[config.mk]
export PLATFORM = sky130hd
export DESIGN_NAME = tx_link_ctrl
export DESIGN_NICKNAME = d
export VERILOG_FILES = /design/src/rtl/tx_link_pkg.sv /design/src/rtl/lmfc_counter.sv /design/src/rtl/tx_link_ctrl.sv
export SDC_FILE = /design/constraint.sdc
export NUM_CORES = 1
export LEC_CHECK = 0
export ABC_AREA = 1
export BUFFER_PORTS_ARGS = -buffer_cell sky130_fd_sc_hd__buf_2
export CAP_MARGIN = 20
export CORE_ASPECT_RATIO = 0.5
export CORE_UTILIZATION = 53
export DETAILED_ROUTE_END_ITERATION = 6
export GPL_TIMING_DRIVEN = 0
export PLACE_DENSITY = 0.81
export RECOVER_POWER = 50
export SLEW_MARGIN = 20
export SYNTH_ARGS = -nofsm -noshare
export SYNTH_HDL_FRONTEND = slang
export SYNTH_SLANG_ARGS = --single-unit
[constraint.sdc]
create_clock -name clk -period 2.1 [get_ports clk]
set_clock_uncertainty 0.05 [all_clocks]
set_input_delay 0.315 -clock clk [delete_from_list [all_inputs] [get_ports clk]]
set_output_delay 0.315 -clock clk [all_outputs]
set_load 0.02 [all_outputs]
[src/rtl/tx_link_pkg.sv]
// Shared encodings for the JESD204B transmit link controller: FSM states,
// link-layer stream select codes and counter widths.
package tx_link_pkg;

  localparam logic [1:0] ST_CGS  = 2'd0;
  localparam logic [1:0] ST_ILA  = 2'd1;
  localparam logic [1:0] ST_DATA = 2'd2;

  localparam logic [2:0] MUX_USER = 3'd0;
  localparam logic [2:0] MUX_K    = 3'd1;
  localparam logic [2:0] MUX_ILA  = 3'd2;

  // F*K <= 1024 and F <= 256 bound these widths.
  localparam int CNT_W = 10;
  localparam int FRM_W = 8;

  function automatic logic [2:0] muxOf(input logic [1:0] state);
    case (state)
      ST_ILA:  muxOf = MUX_ILA;
      ST_DATA: muxOf = MUX_USER;
      default: muxOf = MUX_K;
    endcase
  endfunction

endpackage

[src/rtl/lmfc_counter.sv]
// Free-running LMFC octet counter (0..F*K-1) and octet-in-frame index
// (0..F-1); only rst_n restarts them.
module lmfc_counter
  import tx_link_pkg::*;
#(
  parameter int F = 2,
  parameter int K = 16
) (
  input  logic             clk,
  input  logic             rst_n,
  output logic [CNT_W-1:0] o_count,
  output logic [FRM_W-1:0] o_frame_idx,
  output logic             o_lmfc,
  output logic             o_frame_start
);

  localparam logic [CNT_W-1:0] LAST_CNT = CNT_W'(F * K - 1);
  localparam logic [FRM_W-1:0] LAST_FRM = FRM_W'(F - 1);

  logic [CNT_W-1:0] r_count;
  logic [FRM_W-1:0] r_frame;
  logic             r_lmfc;
  logic             r_frameStart;
  logic [CNT_W-1:0] w_countNext;
  logic [FRM_W-1:0] w_frameNext;

  always_comb begin
    w_countNext = (r_count == LAST_CNT) ? '0 : r_count + CNT_W'(1);
    w_frameNext = (r_frame == LAST_FRM) ? '0 : r_frame + FRM_W'(1);
  end

  // Flags are registered from the next count so they line up with the count.
  always_ff @(posedge clk) begin
    if (!rst_n) begin
      r_count      <= '0;
      r_frame      <= '0;
      r_lmfc       <= 1'b1;
      r_frameStart <= 1'b1;
    end else begin
      r_count      <= w_countNext;
      r_frame      <= w_frameNext;
      r_lmfc       <= (w_countNext == '0);
      r_frameStart <= (w_frameNext == '0);
    end
  end

  assign o_count       = r_count;
  assign o_frame_idx   = r_frame;
  assign o_lmfc        = r_lmfc;
  assign o_frame_start = r_frameStart;

endmodule

[src/rtl/tx_link_ctrl.sv]
// JESD204B transmit link controller: CGS -> ILA (4 multiframes) -> DATA,
// with SYNC~ low-run tracking for resync and short-pulse error reports.
module tx_link_ctrl
  import tx_link_pkg::*;
#(
  parameter int F          = 2,
  parameter int K          = 16,
  parameter int RESYNC_CYC = 5 * F + 9
) (
  input  logic       clk,
  input  logic       rst_n,
  input  logic       i_sync_n,
  output logic [2:0] o_link_mux,
  output logic [1:0] o_state,
  output logic       o_lmfc,
  output logic       o_frame_start,
  output logic [1:0] o_ila_mf,
  output logic       o_sync_err
);

  localparam logic [CNT_W-1:0] LAST_CNT  = CNT_W'(F * K - 1);
  localparam logic [FRM_W-1:0] LAST_FRM  = FRM_W'(F - 1);
  localparam logic [7:0]       RESYNC_LV = 8'(RESYNC_CYC);

  logic [CNT_W-1:0] w_count;
  logic [FRM_W-1:0] w_frameIdx;

  logic [1:0] r_state;
  logic [1:0] r_ilaMf;
  logic [7:0] r_lowRun;
  logic [2:0] r_mux;
  logic       r_syncErr;

  logic [1:0] w_nextState;
  logic [1:0] w_nextMf;
  logic [7:0] w_lowNext;
  logic       w_boundary;
  logic       w_resync;
  logic       w_errNext;

  lmfc_counter #(
    .F(F),
    .K(K)
  ) u_lmfc (
    .clk          (clk),
    .rst_n        (rst_n),
    .o_count      (w_count),
    .o_frame_idx  (w_frameIdx),
    .o_lmfc       (o_lmfc),
    .o_frame_start(o_frame_start)
  );

  // The last LMFC octet is always also the last octet of a frame.
  always_comb begin
    w_lowNext  = i_sync_n ? 8'd0 : ((r_lowRun == 8'hFF) ? 8'hFF : r_lowRun + 8'd1);
    w_boundary = (w_count == LAST_CNT) && (w_frameIdx == LAST_FRM);
    w_resync   = (r_state != ST_CGS) && (w_lowNext == RESYNC_LV);
    w_errNext  = (r_state == ST_DATA) && i_sync_n && (r_lowRun != 8'd0) &&
                 (r_lowRun < RESYNC_LV);
  end

  // Resync outranks the ILA-end boundary when both land on one edge.
  always_comb begin
    w_nextState = r_state;
    w_nextMf    = r_ilaMf;
    case (r_state)
      ST_CGS: begin
        w_nextMf = 2'd0;
        if (w_boundary && i_sync_n) w_nextState = ST_ILA;
      end
      ST_ILA: begin
        if (w_resync) begin
          w_nextState = ST_CGS;
          w_nextMf    = 2'd0;
        end else if (w_boundary) begin
          if (r_ilaMf == 2'd3) begin
            w_nextState = ST_DATA;
            w_nextMf    = 2'd0;
          end else begin
            w_nextMf = r_ilaMf + 2'd1;
          end
        end
      end
      ST_DATA: begin
        w_nextMf = 2'd0;
        if (w_resync) w_nextState = ST_CGS;
      end
      default: begin
        w_nextState = ST_CGS;
        w_nextMf    = 2'd0;
      end
    endcase
  end

  always_ff @(posedge clk) begin
    if (!rst_n) begin
      r_state   <= ST_CGS;
      r_ilaMf   <= 2'd0;
      r_lowRun  <= 8'd0;
      r_mux     <= MUX_K;
      r_syncErr <= 1'b0;
    end else begin
      r_state   <= w_nextState;
      r_ilaMf   <= w_nextMf;
      r_lowRun  <= w_lowNext;
      r_mux     <= muxOf(w_nextState);
      r_syncErr <= w_errNext;
    end
  end

  assign o_state    = r_state;
  assign o_ila_mf   = r_ilaMf;
  assign o_link_mux = r_mux;
  assign o_sync_err = r_syncErr;

endmodule

-- Word-level counts from Yosys, hierarchy flattened
Cells that the tools add are included.
- input port bits: 3
- logic and storage cells: 49
- output and inout port bits: 10
- flip-flop bits (word level): 36
- muxes and demuxes: 12
- reductions and logical operators: 12
- bitwise gates (word level): 2
- equality and inequality tests: 9
- $lt $le $gt $ge: 1
- $add $sub $neg: 4
- operators with widths (cell ; count):
    8-bit 2-to-1 mux ; 3
    8-bit by 1-bit adder with 8-bit output, second input constant ; 2
    2-bit 2-to-1 mux ; 6
    10-bit by 1-bit adder with 10-bit output, second input constant ; 1
    10-bit by 5-bit equality test with 1-bit output, second input constant ; 1
    10-bit logical NOT ; 1
    10-bit 2-to-1 mux ; 1
    8-bit by 1-bit equality test with 1-bit output, second input constant ; 1
    8-bit by 5-bit equality test with 1-bit output, second input constant ; 1
    8-bit equality test, second input constant ; 1
    8-bit logical NOT ; 1
    8-bit by 5-bit < comparator with 1-bit output, second input constant ; 1
    8-bit nonzero test ; 1
    2-bit equality test, second input constant ; 3
    1-bit logical AND ; 6
    2-bit case mux with 3 select lines ; 1
    2-bit by 1-bit equality test with 1-bit output, second input constant ; 2
    2-bit case mux with 2 select lines ; 1
    3-bit OR reduction ; 1
    2-bit by 1-bit adder with 2-bit output, second input constant ; 1
    2-bit logical NOT ; 1
    1-bit inverter ; 2
    2-bit nonzero test ; 1

-- Logic depth before layout (Yosys ltp)
Gate-level depths: netlist (run 1).
- depth after elaboration: 9
- mapped depth: 14
- depth with buffers taken out: 14

-- By module
From an unflattened synthesis (run 1), not the netlist that was laid out.
- cell total of the unflattened synthesis: 283
- area, all modules: 1941.9 sq um
- by module, submodules not included (module ; sequential area each (sq um) ; area each (sq um) ; instances ; cells an instance):
    lmfc_counter ; 400.4 ; 997.2 ; 1 ; 149
    tx_link_ctrl ; 300.3 ; 944.7 ; 1 ; 134

-- Least setup slack after synthesis (run 1)
No wires, ideal clock.
- kind: reg2reg
- from: register r_lowRun[0]
- to: register r_mux[0] (netlist: o_link_mux[0])
- library setup time: 123 ps
- data required time: 1927 ps
- path buffers: 0
- stages on the path, launching flop included: 14
- arrival time: 1869 ps
- slack: 57 ps
- clock period less this slack: 2043 ps
- cells stage by stage: dfxtp_1 -> ha_1 -> inv_1 -> nor2_4 -> nand2_4 -> clkinv_2 -> nor2_2 -> nand2_2 -> nor2_2 -> nand2_2 -> nand2_2 -> nand2_1 -> ha_1 -> or2_2
- cells in the longest elaborated chain, start to end: 9
- elaborated cells between the ends (all ways): 12
- those cells by class: 1 x add/sub; 4 x eq/ne; 6 x mux; 1 x reduce/logical
- ends and longest elaborated chain (element ; RTL line ; RTL):
    start: declaration ; tx_link_ctrl.sv:30 ; logic [7:0] r_lowRun;
    start signal: assignment ; tx_link_ctrl.sv:105 ; r_lowRun <= w_lowNext;
    8-bit by 1-bit adder with 8-bit output / 8-bit equality test (equally long branches) ; tx_link_ctrl.sv:55 ; w_lowNext = i_sync_n ? 8'd0 : ((r_lowRun == 8'hFF) ? 8'hFF : r_lowRun + 8'd1);
    8-bit 2-to-1 mux (*) (2 in a row) ; tx_link_ctrl.sv:55 ;
    8-bit by 5-bit equality test with 1-bit output (*) ; tx_link_ctrl.sv:57 ; w_resync = (r_state != ST_CGS) && (w_lowNext == RESYNC_LV);
    1-bit logical AND (*) ; tx_link_ctrl.sv:57 ;
    2-bit 2-to-1 mux, on equally long branches ; tx_link_ctrl.sv:86, tx_link_ctrl.sv:72 ;
    2-bit case mux with 3 select lines (*) ; tx_link_ctrl.sv:66 ; case (r_state)
    named net w_nextState[0] ; tx_link_ctrl.sv:34 ; logic [1:0] w_nextState;
    2-bit equality test / 2-bit by 1-bit equality test with 1-bit output (equally long branches) ; tx_link_pkg.sv:18 ; case (state)
    2-bit case mux with 2 select lines (*) ; tx_link_pkg.sv:18 ;
    end signal: assignment ; tx_link_ctrl.sv:106 ; r_mux <= muxOf(w_nextState);
    end: declaration ; tx_link_ctrl.sv:31 ; logic [2:0] r_mux;
Mark *: on every way through the listed nets, which the timed path passes. The rest lies on a longest branch.
A chain may end at the register's enable or synchronous reset.

-- Worst setup path after layout (run 1)
- from: register r_lowRun[1]
- to: register r_mux[0] (netlist: o_link_mux[0])
The elaborated chain is that of the path after synthesis.

==> summary.txt, run 1 <==
Outcome
  • Outcome: finished with violations
  • Failing checks: DRC

Timing
  • Min Hold Slack: 259 ps
  • Setup violators final: 0
  • RSZ-0062 raised after global routing: no
  • F_max: 498 MHz
  • Endpoints failing hold: 0
  • Setup TNS: 0 ps
  • Fin. max-slew vios: 0
  • Final worst-path cycle share: between 90% and 100%
  • Post-route minimum period: ~2000 ps

CTS
  • Clk slew on worst S/H paths: approximately 70 ps
  • Cts hold-fix bufs: 0
  • H-Tree Depth: 2
  • Clock Sinks: 35
  • CTS tree: done
  • Inserted Clock Buffers: 5
  • Skew-Pair Late Insertion Delay: 290 ps
  • CTS Buffer Depth: 2
  • Root Buffer: clkbuf_8

Run
  • MaxCap Viol Count: 0

Logic synthesis
  • Sequential share of the synthesized area: about two fifths
  • Synthesized Nets: 271
  • Post-Syn Area: 0.00180 mm^2
  • Synthesis warning total: 0
  • Post-synthesis register bit count: 35
  • Post-synth top flop: dfxtp_1
  • FFs w/ async S/R, synth: 0%
  • Syn Inst Count: 261
  • Post-synth EDFFs: 0
  • Post-synthesis cell type count: 29
  • Syn_area_per_cell: approximately 6.9 um^2

Finish
  • Ant diodes: 0
  • Area Overhead vs Synth: 20.8%
  • Post-Route Utilization: 69.8%
  • Fillers: 245
  • Multi-input gate area: ~0.0010 mm^2
  • Register Area: 719 um^2
  • Nets@finish: 299
  • Share of layout cells above drive strength 1: between 20% and 30%

Floorplan
  • CORE AREA: 0.00312 mm^2
  • Die span in x: 84.4 um
  • Initial core utilization: 57.7%
  • I/O pin cnt: 13
  • DIE AREA: 0.00365 mm^2
  • Die H: between 40 and 50 um
  • Rows: 14

Drt
  • Vias/cell: between 5 and 6
  • DR iter-0 viols: roughly 110
  • Router iterations before antenna repair: 7
  • Final wirelength: 4070 um
  • # DRC: 2
  • DR vias: 1735
  • Final ANT Viol Nets: 0
  • Wire per inst: 12.3 um

Global route
  • First-pass GRT wire length: 6250 um
  • Vias in the first global route: 1528
  • Initial antenna violation count: 0
  • Global route overflow: 0
  • Largest net degree at the start of global routing: 11
  • Total GRT Usage: a little under a quarter

Setup path
  • Crit-path max FO: 5
  • Cell repeated most along the worst path: nand2_2
  • Crit-path slowest cell: dfxtp_4
  • Cell Chain, Critical Path: ha_4 -> inv_4 -> nor2_4 -> nand2_4 -> buf_4 -> nand3_1 -> nor2_2 -> nand2_2 -> nand2_2 -> nand2_1 -> ha_1 -> or2_4
  • CP Class: flip-flop to flip-flop
  • RR Startpoint: r_lowRun[1]$_SDFF_PN0_
  • Worst setup EP type: flip-flop
  • Max incr delay on CP: around 380 ps
  • CP Launch Type: flip-flop
  • Worst path arrival time: 2140 ps
  • CP startpoint: r_lowRun[1]$_SDFF_PN0_
  • Worst EP required: 2230 ps

Power and ir drop
  • Power density cells: 615 mW/mm^2
  • Worst vdd ir: 0.366 mV
  • P_leak: roughly 0.00095 uW

Min path
  • Hold Crit Start: i_sync_n
  • Hold Path Class: input pin to flip-flop

Placed design
  • Gpl congestion: 0.906
  • DP Wirelength: 2680 um
  • IO Port Bufs: 10
## path summary, 6_finish.rpt
check	slack, ps	endpoint	cells after the start
max reg2reg	90	o_link_mux[0]$_SDFF_PN1_	12
max	90	o_link_mux[0]$_SDFF_PN1_	12
min reg2reg	390	u_lmfc.o_count[0]$_SDFF_PN0_	1
min	260	r_lowRun[7]$_SDFF_PN0_	4
## layout make-up
type,count,area share [%]
sequential,35,33.1
multi-input combinational,185,47.2
clock buffer,8,4.60
inverter,39,6.96
tap,40,2.30
timing repair buffer,20,5.12
buffer,3,0.748
## synthesized netlist by cell type, types with 5 or more instances
cell type | n | area, um^2
xor2_1 | 6 | 52.6
dfxtp_1 | 35 | 701
nand4_1 | 5 | 31.3
nor2_2 | 7 | 43.8
inv_1 | 36 | 135
a21oi_1 | 5 | 25.0
nand2_2 | 5 | 31.3
nor3_1 | 8 | 40.0
nor2_1 | 43 | 161
nand2_1 | 59 | 221
ha_1 | 7 | 87.6
nand3_1 | 18 | 90.1
## sequential cells by signal (all words and copies together) (netlist names)
signal / count
o_ila_mf: 2
u_lmfc.o_frame_start: 1
r_lowRun: 8
o_link_mux: 2
u_lmfc.o_count: 10
u_lmfc.o_frame_idx: 8
o_sync_err: 1
u_lmfc.o_lmfc: 1
o_state: 2
## kinds of logic after synthesis
group	count (synthesis)	synth area share, %
flops	35	38.9
other cells	1	0.208
fa+ha+maj	7	4.86
buf+inv	42	9.10
xor+xnor	8	3.89
compound gates	15	4.72
simple gates	153	38.3
## through the flow
stage                     cell area (um^2)  total power (uW)  std cells  setup WS [ps]
after global routing                  2180              1400        330          0.175
after detailed placement              1900               805        311           -167
after CTS                             2060              1340        325           1.33
after floorplan                       1800               779        261           57.4
final                                 2180              1340        330           92.9
after global placement                1900               801        311           -129
## what timing repair did
item / in CTS / in global routing
pin swaps: 3 / 14
endpoints found under the setup margin: 1 / 2
gates resized for setup: 7 / 25
buffers inserted: 6 / 4
cloned: 0 / 1
## metal layers
metal  global-route usage (%)  part of all wire (%)  routed length (um)  vias to the layer above
met1                     25.8                    43                1740                      792
met5                        0                     0                   0                        -
met3                     7.00                   6.0                 245                       10
met4                     11.9                   1.8                  72                        0
met2                     38.9                    49                2010                       66
li1                         -                     -                   -                      867
## report_power, final
part / leakage, uW / internal, uW / switching [uW] / total [uW]
Sequential: 0.000288 / 682 / 19.0 / 701
Clock: 0.0000515 / 299 / 235 / 534
Combinational: 0.000611 / 36.7 / 65.5 / 102
Total: 0.000951 / 1020 / 320 / 1340
## layout by cell type (no fill, tap or decap), types with 2 or more instances in the layout
| cell type | n |
|---|---|
| nand2_1 | 55 |
| nand3_1 | 16 |
| inv_1 | 35 |
| dfxtp_4 | 4 |
| nand3_2 | 4 |
| buf_4 | 10 |
| nand3b_1 | 2 |
| clkbuf_8 | 7 |
| dfxtp_2 | 3 |
| buf_2 | 3 |
| nor2_4 | 3 |
| nand2_2 | 9 |
| a21oi_1 | 5 |
| o21ai_0 | 3 |
| clkbuf_1 | 11 |
| nor2_2 | 6 |
| nand4_1 | 5 |
| o21ai_1 | 3 |
| a31oi_1 | 2 |
| inv_2 | 2 |
| dfxtp_1 | 28 |
| nor2_1 | 42 |
| ha_1 | 4 |
| xor2_1 | 6 |
| ha_4 | 3 |
| inv_4 | 2 |
| nor3_1 | 8 |
| nand2_4 | 2 |
## critical path: cells and delay by family (launching register included)
| family | cells | cell delay (ps) |
|---|---|---|
| buf+inv | 2 | 190 |
| simple gates | 8 | 880 |
| flops | 1 | 380 |
| fa+ha+maj | 2 | 400 |
(Power assumes the default switching activity.)
==> inputs of run 2 (changes only) <==
--- a/config.mk
+++ b/config.mk
@@ -12,7 +12,7 @@
 export CORE_UTILIZATION = 53
 export DETAILED_ROUTE_END_ITERATION = 6
 export GPL_TIMING_DRIVEN = 0
-export PLACE_DENSITY = 0.81
+export PLACE_DENSITY = 0.74
 export RECOVER_POWER = 50
 export SLEW_MARGIN = 20
 export SYNTH_ARGS = -nofsm -noshare
==> run 2 against run 1 <==
The run still ends with DRC left. Design area shrank 1.3%. Critical path depth up 2. Die area did not move. Combinational power about the same. Flip-flop and latch count stayed put. Fmax up 0.16%. Non-clock buffer count up 1. First-iteration DRC count decreased by 9.4%. Power shrank 6.9%. Clock power is 17% lower. Core utilization is 0.92 points lower. Via count decreased by 3.0%. Critical path type unchanged. Largest power group unchanged. Highest routed layer unchanged.
==> summary.txt, run 2 (synthesized netlist as in run 1, its figures left out) <==
Outcome
  • Failing checks: DRC
  • Outcome: finished with violations

Floorplan
  • Die span in x: between 80 and 90 um
  • I/O pin cnt: 13
  • Initial core utilization: 57.7%
  • Die H: 43.2 um
  • DIE AREA: 0.00365 mm^2
  • Rows: 14
  • CORE AREA: 0.00312 mm^2

CTS
  • H-Tree Depth: 2
  • CTS Buffer Depth: 2
  • Clk slew on worst S/H paths: 60 ps
  • Inserted Clock Buffers: 5
  • Skew-Pair Late Insertion Delay: 280 ps
  • Clock Sinks: 35
  • Root Buffer: clkbuf_8
  • CTS tree: done

Timing
  • Min Hold Slack: 263 ps
  • Setup violators final: 0
  • F_max: between 400 and 500 MHz
  • Setup TNS: 0 ps
  • Post-route minimum period: 2000 ps
  • Endpoints failing hold: 0
  • Final worst-path cycle share: 95.4%
  • Fin. max-slew vios: 0

Setup path
  • Worst setup EP type: flip-flop
  • Crit-path slowest cell: dfxtp_4
  • Worst EP required: roughly 2300 ps
  • Crit-path max FO: 4
  • Worst path arrival time: ~2200 ps
  • CP Class: flip-flop to flip-flop
  • Buf+Inv Stages, Crit Path: 5
  • Cell repeated most along the worst path: buf_4
  • Critical path's top delay family: simple AND/OR/NAND/NOR gates
  • Max incr delay on CP: 370 ps
  • Cell Chain, Critical Path: ha_4 -> nand2_4 -> nor2_4 -> nand4_1 -> buf_4 -> buf_4 -> buf_4 -> buf_4 -> buf_4 -> nand3_1 -> nand2_1 -> nor2_1 -> nand3b_1 -> nand2_1
  • CP Launch Type: flip-flop

Power and ir drop
  • Power density cells: 580 mW/mm^2
  • Flop pwr share: between 50% and 60%
  • Sw Pwr: 306 uW
  • Comb power frac: 8.0%
  • P_leak: 0.000960 uW
  • Worst vdd ir: 0.300 mV
  • Clock power share: 35.7%
  • Internal Power: 940 uW
  • Switch share: between 20% and 30%

Drt
  • DR iter-0 viols: 96
  • Router iterations before antenna repair: 6
  • Vias/cell: a little over 5
  • Wire per inst: 11.6 um
  • Final ANT Viol Nets: 0
  • # DRC: 2
  • Final wirelength: 3800 um
  • DR vias: roughly 1700

Global route
  • Global route overflow: 0
  • Initial antenna violation count: 0
  • Total GRT Usage: 22.7%
  • Largest net degree at the start of global routing: 11
  • First-pass GRT wire length: between 6000 and 7000 um
  • Vias in the first global route: 1566

Finish
  • Non-Filler Instances: 328
  • Commonest non-fill, non-tap cells in the layout: nand2_1 (57), nor2_1 (42), inv_1 (35)
  • Max FFs per register: 10
  • Area Overhead vs Synth: 19.2%
  • Fin area: 0.00215 mm^2
  • Post-Route Utilization: approximately 69%
  • Commonest non-fill, non-tap cell in the layout: nand2_1
  • Share of layout cells above drive strength 1: 21.9%
  • Ant diodes: 0
  • Nets@finish: 299

Placed design
  • DP Wirelength: 2640 um
  • Cell count after placement: just over 300
  • IO Port Bufs: 10
  • Gpl congestion: 0.885
  • Placed cell area: 0.00190 mm^2

Min path
  • Hold Path Class: input pin to flip-flop

Run
  • MaxCap Viol Count: 0
run 2: cell types whose count changed in the layout (fill, tap and decap cells not counted), sizes merged:
cell | before | now
nand2 | 66 | 65
clkinv | 0 | 1
buf | 13 | 24
clkbuf | 18 | 6
inv | 39 | 38
run 2: power groups by stage:
| stage | Sequential, uW | Combinational (uW) | Clock [uW] |
|---|---|---|---|
| finish | 700 | 100 | 445 |
| CTS | 698 | 92.0 | 456 |
| detailed placement | 714 | 90.5 | 0 |
| global placement | 713 | 88.3 | 0 |
| floorplan | 717 | 61.9 | 0 |
| global route | 703 | 114 | 478 |
run 2: layout make-up:
| class | instances | area, um^2 |
|---|---|---|
| Fill cell | 258 | 971 |
| Sequential cell | 35 | 717 |
| Multi-Input combinational cell | 184 | 1010 |
| Inverter | 39 | 148 |
| Clock buffer | 6 | 72.6 |
| Timing Repair Buffer | 21 | 133 |
| Tap cell | 40 | 50.0 |
| Buffer | 3 | 16.3 |
run 2: metrics by stage:
stage	setup WS [ps]	total power, uW
detailed placement	-157	804
CTS	2.65	1250
finish	96.1	1250
global route	-1.82	1300
global placement	-122	801
floorplan	57.4	779
run 2: final timing paths:
path                                      from                        to  slack [ps]  cells after the start
setup / recovery  u_lmfc.o_count[0]$_SDFF_PN0_  u_lmfc.o_lmfc$_SDFF_PN1_         100                     14
hold / removal                           rst_n  u_lmfc.o_lmfc$_SDFF_PN1_         260                      2
setup reg to reg  u_lmfc.o_count[0]$_SDFF_PN0_  u_lmfc.o_lmfc$_SDFF_PN1_         100                     14
hold reg to reg         r_lowRun[0]$_SDFF_PN0_    r_lowRun[0]$_SDFF_PN0_         430                      1
run 2: metal layers:
| metal | wire [um] | global-route usage (%) | up-vias |
|---|---|---|---|
| li1 | - | - | 860 |
| met3 | 183 | 6.42 | 8 |
| met5 | 0 | 0 | - |
| met4 | 61 | 7.80 | 0 |
| met2 | 1810 | 40.8 | 36 |
| met1 | 1740 | 26.5 | 779 |
run 2: repair_timing:
item / 4_1_cts / 5_1_grt
hold buffers: 0 / 0
gates resized for setup: 11 / 13
pin swaps: 3 / 9
hold endpoints to repair: 0 / 0
setup endpoints to repair: 1 / 2
buffers inserted: 6 / 5
gates cloned: 0 / 0
run 2: worst reg2reg max path: stages, from the launching register on:
cell and delay (ps):
dfxtp_4 370, ha_4 140, nand2_4 60, nor2_4 120, nand4_1 140, buf_4 170, buf_4 120, buf_4 120
buf_4 120, buf_4 120, nand3_1 70, nand2_1 70, nor2_1 120, nand3b_1 80, nand2_1 60
